## config.mk

```make
export PLATFORM = sky130hd
export DESIGN_NAME = rr_mux_arbiter_flat
export DESIGN_NICKNAME = d
export VERILOG_FILES = /design/src/rtl/rr_mux_arbiter_if.sv /design/src/rtl/rr_mux_arbiter.sv /design/src/flat_wrapper.sv
export SDC_FILE = /design/constraint.sdc
export NUM_CORES = 1
export LEC_CHECK = 0
export BUFFER_PORTS_ARGS = -buffer_cell sky130_fd_sc_hd__buf_2
export CAP_MARGIN = 30
export CORE_ASPECT_RATIO = 1.1
export CORE_MARGIN = 2
export CORE_UTILIZATION = 58
export CTS_BUF_LIST = sky130_fd_sc_hd__clkbuf_8
export DETAILED_ROUTE_END_ITERATION = 12
export PLACE_DENSITY = 0.87
export SLEW_MARGIN = 20
export SYNTH_ARGS = -nofsm -noshare
export SYNTH_HDL_FRONTEND = slang
export SYNTH_SLANG_ARGS = --single-unit
```

## constraint.sdc

```tcl
create_clock -name clk -period 13.5 [get_ports clk]
set_clock_uncertainty 0.2 [all_clocks]
set_input_delay 2.025 -clock clk [delete_from_list [all_inputs] [get_ports clk]]
set_output_delay 2.025 -clock clk [all_outputs]
set_load 0.02 [all_outputs]
```

## src/rtl/rr_mux_arbiter_if.sv

```systemverilog
// rtl/rr_mux_arbiter_if.sv - request/grant/mux bundle shared by rr_mux_arbiter and its requesters
interface rr_mux_arbiter_if #(
   parameter int N    = 32,
   parameter int SELW = 5
);
   logic [N-1:0]    req;
   logic            done;
   logic [N-1:0]    data;
   logic [N-1:0]    grant;
   logic [SELW-1:0] sel;
   logic            busy;
   logic            out;
   logic            expired;

   modport master (
      output req, done, data,
      input  grant, sel, busy, out, expired
   );

   modport slave (
      input  req, done, data,
      output grant, sel, busy, out, expired
   );
endinterface

```

## src/rtl/rr_mux_arbiter.sv

```systemverilog
// rtl/rr_mux_arbiter.sv - round-robin arbiter driving a shared N:1 mux select with hold-time limit
module rr_mux_arbiter #(
   parameter int N        = 32,
   parameter int SELW     = 5,
   parameter int HOLD_MAX = 16
) (
   input  logic            clk,
   input  logic            rst,
   rr_mux_arbiter_if.slave bus
);
   typedef enum logic {ST_IDLE, ST_GRANT} state_t;

   // Counter value seen in the last permitted cycle; meaningless when HOLD_MAX is 0.
   localparam logic [15:0] HOLD_LAST = 16'(HOLD_MAX - 1);

   state_t          state_q, state_d;
   logic [N-1:0]    grant_q, grant_d;
   logic [SELW-1:0] sel_q, sel_d;
   logic [SELW-1:0] last_q, last_d;
   logic [15:0]     cnt_q, cnt_d;
   logic            out_q, out_d;
   logic            expired_q, expired_d;

   logic [SELW-1:0] scan_idx;
   logic [SELW-1:0] win_idx;
   logic            win_found;
   logic            rel_done;
   logic            rel_drop;
   logic            rel_time;

   // Scan starts one past the last owner so the last owner is considered last.
   always_comb begin
      win_found = 1'b0;
      win_idx   = '0;
      scan_idx  = '0;
      for (int k = 1; k <= N; k++) begin
         scan_idx = SELW'((int'(last_q) + k) % N);
         if (!win_found && bus.req[scan_idx]) begin
            win_found = 1'b1;
            win_idx   = scan_idx;
         end
      end
   end

   always_comb begin
      state_d   = state_q;
      grant_d   = grant_q;
      sel_d     = sel_q;
      last_d    = last_q;
      cnt_d     = cnt_q;
      out_d     = 1'b0;
      expired_d = 1'b0;
      rel_done  = bus.done;
      rel_drop  = !bus.req[sel_q];
      rel_time  = (HOLD_MAX != 0) && (cnt_q == HOLD_LAST);
      case (state_q)
         ST_IDLE: begin
            if (win_found) begin
               state_d = ST_GRANT;
               grant_d = N'(1) << win_idx;
               sel_d   = win_idx;
               cnt_d   = '0;
            end
         end
         ST_GRANT: begin
            if (rel_done || rel_drop || rel_time) begin
               state_d   = ST_IDLE;
               grant_d   = '0;
               last_d    = sel_q;
               expired_d = rel_time && !rel_done && !rel_drop;
            end else begin
               out_d = bus.data[sel_q];
               if (cnt_q != '1) begin
                  cnt_d = cnt_q + 16'd1;
               end
            end
         end
         default: begin
            state_d = ST_IDLE;
            grant_d = '0;
         end
      endcase
   end

   always_ff @(posedge clk or posedge rst) begin
      if (rst) begin
         state_q   <= ST_IDLE;
         grant_q   <= '0;
         sel_q     <= '0;
         last_q    <= SELW'(N - 1);
         cnt_q     <= '0;
         out_q     <= 1'b0;
         expired_q <= 1'b0;
      end else begin
         state_q   <= state_d;
         grant_q   <= grant_d;
         sel_q     <= sel_d;
         last_q    <= last_d;
         cnt_q     <= cnt_d;
         out_q     <= out_d;
         expired_q <= expired_d;
      end
   end

   assign bus.grant   = grant_q;
   assign bus.sel     = sel_q;
   assign bus.busy    = (state_q == ST_GRANT);
   assign bus.out     = out_q;
   assign bus.expired = expired_q;
endmodule
```

## src/flat_wrapper.sv

```systemverilog
// flat-port wrapper written by rule: the top's interface ports become plain ports
module rr_mux_arbiter_flat 
#(
   parameter int N        = 32,
   parameter int SELW     = 5,
   parameter int HOLD_MAX = 16
)
  (clk, rst, bus_req, bus_done, bus_data, bus_grant, bus_sel, bus_busy, bus_out, bus_expired);
  rr_mux_arbiter_if #(.N(N), .SELW(SELW)) bus_i ();
  input  logic clk;
  input  logic rst;
  input wire logic [$bits(bus_i.req)-1:0] bus_req;
  input wire logic [$bits(bus_i.done)-1:0] bus_done;
  input wire logic [$bits(bus_i.data)-1:0] bus_data;
  output wire logic [$bits(bus_i.grant)-1:0] bus_grant;
  output wire logic [$bits(bus_i.sel)-1:0] bus_sel;
  output wire logic [$bits(bus_i.busy)-1:0] bus_busy;
  output wire logic [$bits(bus_i.out)-1:0] bus_out;
  output wire logic [$bits(bus_i.expired)-1:0] bus_expired;
  assign bus_i.req = bus_req;
  assign bus_i.done = bus_done;
  assign bus_i.data = bus_data;
  assign bus_grant = bus_i.grant;
  assign bus_sel = bus_i.sel;
  assign bus_busy = bus_i.busy;
  assign bus_out = bus_i.out;
  assign bus_expired = bus_i.expired;
  rr_mux_arbiter #(.N(N), .SELW(SELW), .HOLD_MAX(HOLD_MAX)) u_core (.clk(clk), .rst(rst), .bus(bus_i));
endmodule
```

# Word-level counts from Yosys, hierarchy flattened
# Index checks and enable logic that the tools add are counted.
# totals
reg_bits	61
elab_cells	299
in_bits	67
output_inout_bits	40
# op_classes
eq_ne	6
n_reduce_logical	72
n_lt_le_gt_ge	33
n_addsub	33
n_mux	146
bitwise	1
n_shift	1
# ops
cell	n
$lt 5x6->1 const B	33
$bmux 1 s5	34
$mux 5	32
$add 5x5->5 const B	16
$mux 1	72
$mux 32	2
$pmux 32 s2	1
$mux 16	3
$add 5x4->5 const B	8
$logic_and 1x1->1	33
$logic_not 1->1	33
$pmux 16 s2	1
$shl 1x5->32 const A	1
$add 5x3->5 const B	4
$add 16x1->16 const B	1
$eq 16x4->1 const B	1
$ne 16x16->1 const B	1
$add 5x1->5 const B	2
$add 5x2->5 const B	2
$ne 2x2->1 const B	3
$reduce_and 2->1	3
$reduce_and 3->1	1
$logic_or 1x1->1	2
$ne 2x1->1 const B	1
2 further kinds	2

# Depth between registers and ports, before layout
# Gate-level depths: netlist (run 1).
# logic_depth
word_depth	100
depth_mapped	24
ltp_nobuf	14

# Worst setup path after synthesis (run 1)
# Ideal clock, no wire load.
# synth_path
path_type	register -> register
start	register u_core.last_q[1]
end	register u_core.grant_q[16], in the netlist u_core.bus.grant[16]
path_slack_ns	7.467
setup_time_ns	0.092
n_path_buf	7
t_required_ns	13.208
period_less_slack_ns	6.033
path_stages_with_launch	20
t_arrival_ns	5.742
path_cell_list	dfstp_2 -> buf_4 -> buf_6 -> buf_6 -> buf_6 -> buf_4 -> clkinv_1 -> ha_1 -> xnor2_1 -> mux4_2 -> mux4_2 -> or4_1 -> a2111oi_2 -> a32oi_1 -> nand4_1 -> a211oi_2 -> or3_1 -> buf_6 -> buf_6 -> o31ai_2
# synth_between
elab_chain_len	100
elab_cells_between_ends	227
classes_between	add/sub: 32; eq/ne: 1; shift: 1; mux: 130; reduce/logical: 63
# synth_lines
item	line	text
start, declared	rr_mux_arbiter.sv:19	logic [SELW-1:0] last_q, last_d;
start signal, assigned	rr_mux_arbiter.sv:90	last_q <= SELW'(N - 1);
start signal, assigned	rr_mux_arbiter.sv:98	last_q <= last_d;
$add 5x1->5	rr_mux_arbiter.sv:37	scan_idx = SELW'((int'(last_q) + k) % N);
$bmux 1 s5	rr_mux_arbiter.sv:38	if (!win_found && bus.req[scan_idx]) begin
$mux 1 (implied by the code)	rr_mux_arbiter.sv:38	
$mux 1	rr_mux_arbiter.sv:38	
$logic_not 1->1	rr_mux_arbiter.sv:38	
$logic_and 1x1->1	rr_mux_arbiter.sv:38	
$mux 1	rr_mux_arbiter.sv:38	
$logic_not 1->1	rr_mux_arbiter.sv:38	
[... 84 more ...]	--	
$logic_and 1x1->1	rr_mux_arbiter.sv:38	
$mux 1	rr_mux_arbiter.sv:38	
$logic_not 1->1	rr_mux_arbiter.sv:38	
$logic_and 1x1->1	rr_mux_arbiter.sv:38	
$mux 5	rr_mux_arbiter.sv:38	
$shl 1x5->32	rr_mux_arbiter.sv:60	grant_d = N'(1) << win_idx;
$mux 32	rr_mux_arbiter.sv:58	if (win_found) begin
$pmux 32 s2	rr_mux_arbiter.sv:56	case (state_q)
end signal, assigned	rr_mux_arbiter.sv:96	grant_q <= grant_d;
end, declared	rr_mux_arbiter.sv:17	logic [N-1:0] grant_q, grant_d;
# Several ways; a longest one is shown, not always the timed one. The select of a mux whose other input is x is not followed.
# A chain may end at the register's enable or synchronous reset.

# Final worst setup path (run 1)
# layout_path
start	register u_core.last_q[0]
end	register u_core.grant_q[26], in the netlist u_core.bus.grant[26]
# The elaborated chain is that of the path after synthesis.

==> results.py, run 1 <==
metrics = {
    "place": {
        "place.gp.congestion": 1.08,
        "dp.cells": 1366,
        "place.detailed.hpwl_um": 28000,
        "io_buffers": 106,
    },
    "routing": {
        "drc": 0,
        "firstDrtPassIters": 6,
        "drtIter0Drc": 1657,
        "wirelength_um": 37100,
        "route.vias.total": 10500,
        "wire_per_inst_um": 26.8,
        "via_per_inst": 7.61,
        "ant_nets": 0,
    },
    "cells_and_area": {
        "drive_gt1_share_pct": 29.5,
        "fill_cells": 1423,
        "area_growth_syn_to_layout_pct": 8.37,
        "regArea_um2": 1540,
        "utilization_pct": 64.2,
        "multi_input_area_um2": 8000,
        "layout.nets": 1228,
        "final_cells": 1386,
    },
    "logic_synthesis": {
        "ys_types": 101,
        "synth_top_family_by_area": "multiplexers",
        "ys.flop_type": "dfrtp_1",
        "syn-num-nets": 1158,
        "synthSimpleGateAreaFrac_pct": 17.0,
        "syn_area_um2": 10100,
        "synth_top_area_cell": "mux4_2",
        "synth_top_area_share_pct": 22.8,
        "synth.area.mux_share_pct": 34.9,
        "postSynthCellCount": 1077,
        "async_flop_share_pct": 100,
        "synthXorXnorAreaFrac_pct": 4.22,
        "synthTopCellsByCount": "118 x nand2_1, 102 x mux4_2, 72 x nor2_1",
        "synth_compound_area_share_pct": 21.4,
        "yosysWarnings": 0,
        "synth_most_common_cell": "nand2_1",
        "syn_area_per_cell_um2": 9.36,
        "synth_edf_count": 0,
        "synth_fa_ha_area_share_pct": 1.74,
        "yosysSeqAreaShare_pct": 15.2,
        "ys_ff_latch": 61,
        "synth.area.top_cells": "mux4_2 23%, dfrtp_1 14%, mux2i_1 6.0%",
    },
    "timing": {
        "hold_viol_final": 0,
        "fin_crit_sh_pct": 61.0,
        "rsz0062_at_grt": "false",
        "worstMarginPinSlew_ns": 0.880,
        "fin_crit_ns": 8.23,
        "max_slew_margin_pct": 41.0,
        "fin_tns_setup_ns": 0,
        "max_freq_ghz": 0.122,
        "slew_violations": 0,
        "setup_violations": 0,
    },
    "floorplanning": {
        "start_util_pct": 59.2,
        "dieArea_um2": 18400,
        "rows": 50,
        "core_area_um2": 17000,
        "die_h_um": 142,
        "pin_count": 107,
        "die_w_um": 130,
    },
    "global_route": {
        "grt-ovfl-total": 0,
        "grt_first_pass_wirelength_um": 57300,
        "antenna_found_initial": 1,
        "first_global_vias": 10000,
        "grt_max_degree": 80,
        "grt.total_usage_pct": 40.6,
    },
    "critical_path": {
        "critical_path_class": "reg -> reg",
        "endpoint_kind": "flop",
        "arrival_ns": 8.26,
        "worstPathMaxFanout": 42,
        "cp.required_ns": 13.54,
        "start_kind": "flop",
        "r2r_slack_ns": 5.27,
        "rr_worst_depth": 15,
    },
    "cts": {
        "cts_buffers": 9,
        "max-clock-path-buffers": 2,
        "path_clk_slew_ns": 0.07,
        "cts_tree": "done",
        "root_buffer": "clkbuf_8",
        "cts_resized": 0,
        "clk_latency_ns": 0.34,
        "h-tree-depth": 3,
        "cts.sinks": 61,
        "cts_setup_buffers": 0,
        "holdBufCountCts": 0,
    },
    "worst_hold_path": {
        "hold_depth": 2,
        "hold_class": "reg -> reg",
    },
    "status": {
        "outcome": "complete, no violations",
    },
    "job": {
        "maxCapViolations": 0,
    },
}
-- through the flow --
step	setup slack (ns)	area (um2)	hold WS (ns)
6_report	5.27	10900	0.277
5_1_grt	4.84	10900	0.300
4_1_cts	5.52	10900	0.282
3_5_place_dp	5.55	10700	0.268
3_3_place_gp	5.67	10600	0.260
2_1_floorplan	7.47	10100	0.276
-- worst max-delay path, cell delays in order (launching register included) --
cell and delay (ns):
dfstp_2 0.52, buf_4 0.55, clkinv_1 0.92, ha_1 1.05, mux4_4 0.62, and4_1 0.25
o41ai_1 0.51, o21ai_1 0.36, nor3_2 0.64, and4bb_1 0.30, and3_1 0.44, nand2_1 0.23
o311ai_1 0.32, a211oi_2 0.09, or3_1 0.71, o31ai_1 0.39
-- metal layers --
metal	GRT usage, %	part of all wire, %	vias up
met5	0	0	-
met4	22.0	7.1	0
met3	10.7	13	202
met2	61.0	44	906
met1	53.6	36	5019
li1	-	-	4422
-- registers in the layout, indices dropped and copies added (netlist names) --
signal	cells
u_core.bus.grant	32
u_core.cnt_q	16
u_core.bus.sel	5
u_core.last_q	5
u_core.bus.busy	1
u_core.bus.expired	1
u_core.bus.out	1
-- logic make-up after synthesis --
family	count (synthesis)
AOI/OAI and AO/OA	291
xor gates and xnor gates	46
adders and majority gates	14
buffers and inverters	107
DFF	61
muxes	211
and+or+nand+nor	347
-- cell type report --
cell class / instances / area share (%)
well taps: 234 / 2.68
clock inverters: 1 / 0.0344
repair buffers: 136 / 7.15
inverters: 30 / 1.03
flip-flops and latches: 61 / 14.1
multi-input cells: 909 / 73.3
diodes: 1 / 0.0229
clock buffers: 14 / 1.76
-- cell usage in the layout (no fill, tap or decap), types with 7 or more instances in the layout --
cell and count:
nand2_1 118, buf_2 107, mux4_2 102, nor2_1 72
mux2i_1 60, dfrtp_1 56, a21oi_1 44, mux2_2 43
o21ai_0 33, nand3_1 30, o31ai_1 28, xnor2_1 27
inv_1 26, buf_4 26, nor3_1 22, o22ai_1 17
xor2_1 15, and3_1 14, ha_1 14, clkbuf_8 14
o21ai_1 13, and2_1 11, or3_1 11, nand4_1 11
o211ai_1 11, a211oi_1 10, o31ai_2 10, nor2b_1 9
o21a_1 9, nor4_1 9, a21o_1 8, a31oi_1 7
a22oi_1 7
-- worst paths after layout --
| check | from | to |
|---|---|---|
| min | u_core.bus.grant[3] | u_core.bus.grant[3] |
| min in group asynchronous | rst | u_core.bus.grant[1] |
| max | u_core.last_q[0] | u_core.bus.grant[26] |
| max in group asynchronous | rst | u_core.cnt_q[14] |
| min reg2reg | u_core.bus.grant[3] | u_core.bus.grant[3] |
| max reg2reg | u_core.last_q[0] | u_core.bus.grant[26] |
Power of run 1 is not shown: default switching activity piles up to over one toggle a cycle in this logic, so the estimate is an artifact.
==> run 2, diff against run 1 <==
--- a/config.mk
+++ b/config.mk
@@ -5,6 +5,7 @@
 export SDC_FILE = /design/constraint.sdc
 export NUM_CORES = 1
 export LEC_CHECK = 0
+export ABC_AREA = 1
 export BUFFER_PORTS_ARGS = -buffer_cell sky130_fd_sc_hd__buf_2
 export CAP_MARGIN = 30
 export CORE_ASPECT_RATIO = 1.1
@@ -12,7 +13,7 @@
 export CORE_UTILIZATION = 58
 export CTS_BUF_LIST = sky130_fd_sc_hd__clkbuf_8
 export DETAILED_ROUTE_END_ITERATION = 12
-export PLACE_DENSITY = 0.87
+export PLACE_DENSITY = 0.89
 export SLEW_MARGIN = 20
 export SYNTH_ARGS = -nofsm -noshare
 export SYNTH_HDL_FRONTEND = slang
==> constraint.sdc (replaced) <==
create_clock -name clk -period 8.6 [get_ports clk]
set_clock_uncertainty 0.2 [all_clocks]
set_input_delay 1.29 -clock clk [delete_from_list [all_inputs] [get_ports clk]]
set_output_delay 1.29 -clock clk [all_outputs]
set_load 0.02 [all_outputs]
==> results.py, run 2 <==
metrics = {
    "critical_path": {
        "arrival_ns": 7.75,
        "worst_path_most_repeated_cell": "nand4_4",
        "r2r_slack_ns": 0.94,
        "worstPathMaxFanout": 41,
        "rr_endpoint": "u_core.bus.grant[12]",
        "max_stage_delay_ns": 1.05,
        "endpoint_kind": "flop",
        "critical_path_class": "reg -> reg",
        "setup.worst_path.start": "u_core.last_q[0]",
        "cp_slowest_cell": "dfstp_2",
        "crit_end": "u_core.bus.grant[12]",
        "r2r-start": "u_core.last_q[0]",
        "rr_worst_depth": 29,
        "start_kind": "flop",
        "cp.required_ns": 8.68,
    },
    "cts": {
        "clk_latency_ns": 0.35,
        "holdBufCountCts": 0,
        "cts_buffers": 9,
        "max-clock-path-buffers": 2,
        "path_clk_slew_ns": 0.06,
        "cts_resized": 0,
        "cts.sinks": 61,
        "cts_tree": "done",
        "root_buffer": "clkbuf_8",
        "cts_setup_buffers": 0,
        "h-tree-depth": 3,
    },
    "floorplanning": {
        "core_area_um2": 12700,
        "start_util_pct": 60.0,
        "die_w_um": 113,
        "pin_count": 107,
        "rows": 43,
        "die_h_um": 124,
        "dieArea_um2": 14100,
    },
    "logic_synthesis": {
        "synth_compound_area_share_pct": 11.0,
        "syn_area_per_cell_um2": 5.86,
        "yosysWarnings": 0,
        "synth_most_common_cell": "nand2_1",
        "synth_top_family_by_area": "simple AND/OR/NAND/NOR gates",
        "yosysSeqAreaShare_pct": 20.1,
        "synthXorXnorAreaFrac_pct": 3.17,
        "synthSimpleGateAreaFrac_pct": 53.8,
        "synth_top_area_share_pct": 19.5,
        "synthTopCellsByCount": "396 x nand2_1, 270 x nand3_1, 119 x nor2_1",
        "synth_top_area_cell": "nand2_1",
        "syn_area_um2": 7610,
        "ys_ff_latch": 61,
        "synth_fa_ha_area_share_pct": 2.30,
        "ys_types": 55,
        "synth_edf_count": 0,
        "synth.area.top_cells": "nand2_1 20%, dfrtp_1 18%, nand3_1 18%",
        "async_flop_share_pct": 100,
        "ys.flop_type": "dfrtp_1",
        "postSynthCellCount": 1300,
        "synth.area.mux_share_pct": 0,
        "syn-num-nets": 1381,
    },
    "timing": {
        "hold_viol_final": 0,
        "fin_crit_ns": 7.66,
        "setup_violations": 0,
        "rsz0062_at_grt": "false",
        "max_freq_ghz": 0.130,
        "fin_tns_setup_ns": 0,
        "worstMarginPinSlew_ns": 0.951,
        "finalWorstSetupSlack_ns": 0.936,
        "max_slew_margin_pct": 35.9,
        "fin_crit_sh_pct": 89.1,
        "slew_violations": 0,
    },
    "cells_and_area": {
        "fill_cells": 1188,
        "final_cell_mix": "396 x nand2_1, 270 x nand3_1, 119 x nor2_1",
        "design_area_um2": 8370,
        "area_growth_syn_to_layout_pct": 9.97,
        "diodes": 0,
        "drive_gt1_share_pct": 14.0,
        "multi_input_area_um2": 5360,
        "layout.nets": 1451,
        "largest_reg_flops": 32,
        "regArea_um2": 1530,
        "final_common_cell": "nand2_1",
    },
    "job": {
        "maxCapViolations": 0,
    },
    "place": {
        "place.gp.congestion": 1.08,
        "io_buffers": 106,
        "place_ws_ns": 1.15,
        "place.detailed.hpwl_um": 21500,
        "placed_area_um2": 8120,
    },
    "global_route": {
        "grt_first_pass_wirelength_um": 44500,
        "first_global_vias": 8778,
        "antenna_found_initial": 0,
        "grt.total_usage_pct": 40.4,
        "grt-ovfl-total": 0,
        "grt_max_degree": 62,
    },
    "routing": {
        "drc": 0,
        "route.vias.total": 9531,
        "wirelength_um": 28100,
        "wire_per_inst_um": 18.4,
        "drtIter0Drc": 1372,
        "firstDrtPassIters": 9,
        "ant_nets": 0,
        "via_per_inst": 6.23,
    },
    "worst_hold_path": {
        "hold_class": "reg -> reg",
        "hold_depth": 2,
    },
    "status": {
        "outcome": "complete, no violations",
    },
}
==> run 2: changes by cell type in the layout (fill, tap and decap cells not counted), sizes merged, moves of 29 or more <==
cell	previous run	this run
inv	28	121
o21ai	46	75
mux2i	61	0
nor2	73	134
nand2	119	401
o31ai	38	5
mux4	106	0
mux2	44	0
nand3	30	276
==> run 2: worst min-delay path by stage <==
stage	endpoint	slack (ns)	from
after floorplan	u_core.cnt_q[1]	0.28	u_core.cnt_q[1]
after global placement	u_core.bus.grant[10]	0.26	u_core.bus.grant[10]
after detailed placement	u_core.bus.grant[1]	0.26	u_core.bus.grant[1]
after CTS	u_core.bus.grant[10]	0.28	u_core.bus.grant[10]
after global routing	u_core.bus.grant[25]	0.31	u_core.bus.grant[25]
final	u_core.bus.grant[10]	0.27	u_core.bus.grant[10]
==> run 2: cells by family (layout without fill, tap and decap cells) <==
kind of cell / after synthesis / count (layout)
compound gates: 142 / 142
buf+inv: 176 / 250
simple gates: 882 / 882
fa+ha+maj: 14 / 14
xor+xnor: 25 / 25
flops: 61 / 61
==> run 2: worst max-delay path: cells and delay by family (launching register included) <==
family                   cells  cell delay, ns
buffers and inverters        3            1.21
AND/OR/NAND/NOR             24            3.67
adder cells (fa/ha/maj)      1            0.77
flip-flops                   1            1.05
AO/OA/AOI/OAI                1            0.63
==> run 2: cell type report <==
type | instances | share of cell area, %
multi-input combinational | 1063 | 63.9
sequential | 61 | 18.3
timing repair buffer | 113 | 6.96
inverter | 122 | 5.50
tap | 157 | 2.35
clock buffer | 11 | 1.81
clock inverter | 4 | 1.14
==> run 2: per-layer routing <==
metal	routed length (um)	track usage, %	up-vias
met2	13200	66.9	568
li1	-	-	4477
met3	2510	5.94	148
met4	1840	25.8	0
met1	10600	49.6	4338
met5	0	0	-
==> run 2: stage by stage <==
stage	hold slack, ns	instances	util, %
6_report	0.274	1531	66.0
4_1_cts	0.280	1530	65.9
3_5_place_dp	0.260	1515	64.0
2_1_floorplan	0.279	1300	-
3_3_place_gp	0.260	1515	64.0
5_1_grt	0.305	1531	66.0
Power of run 2 is left out for the same reason.
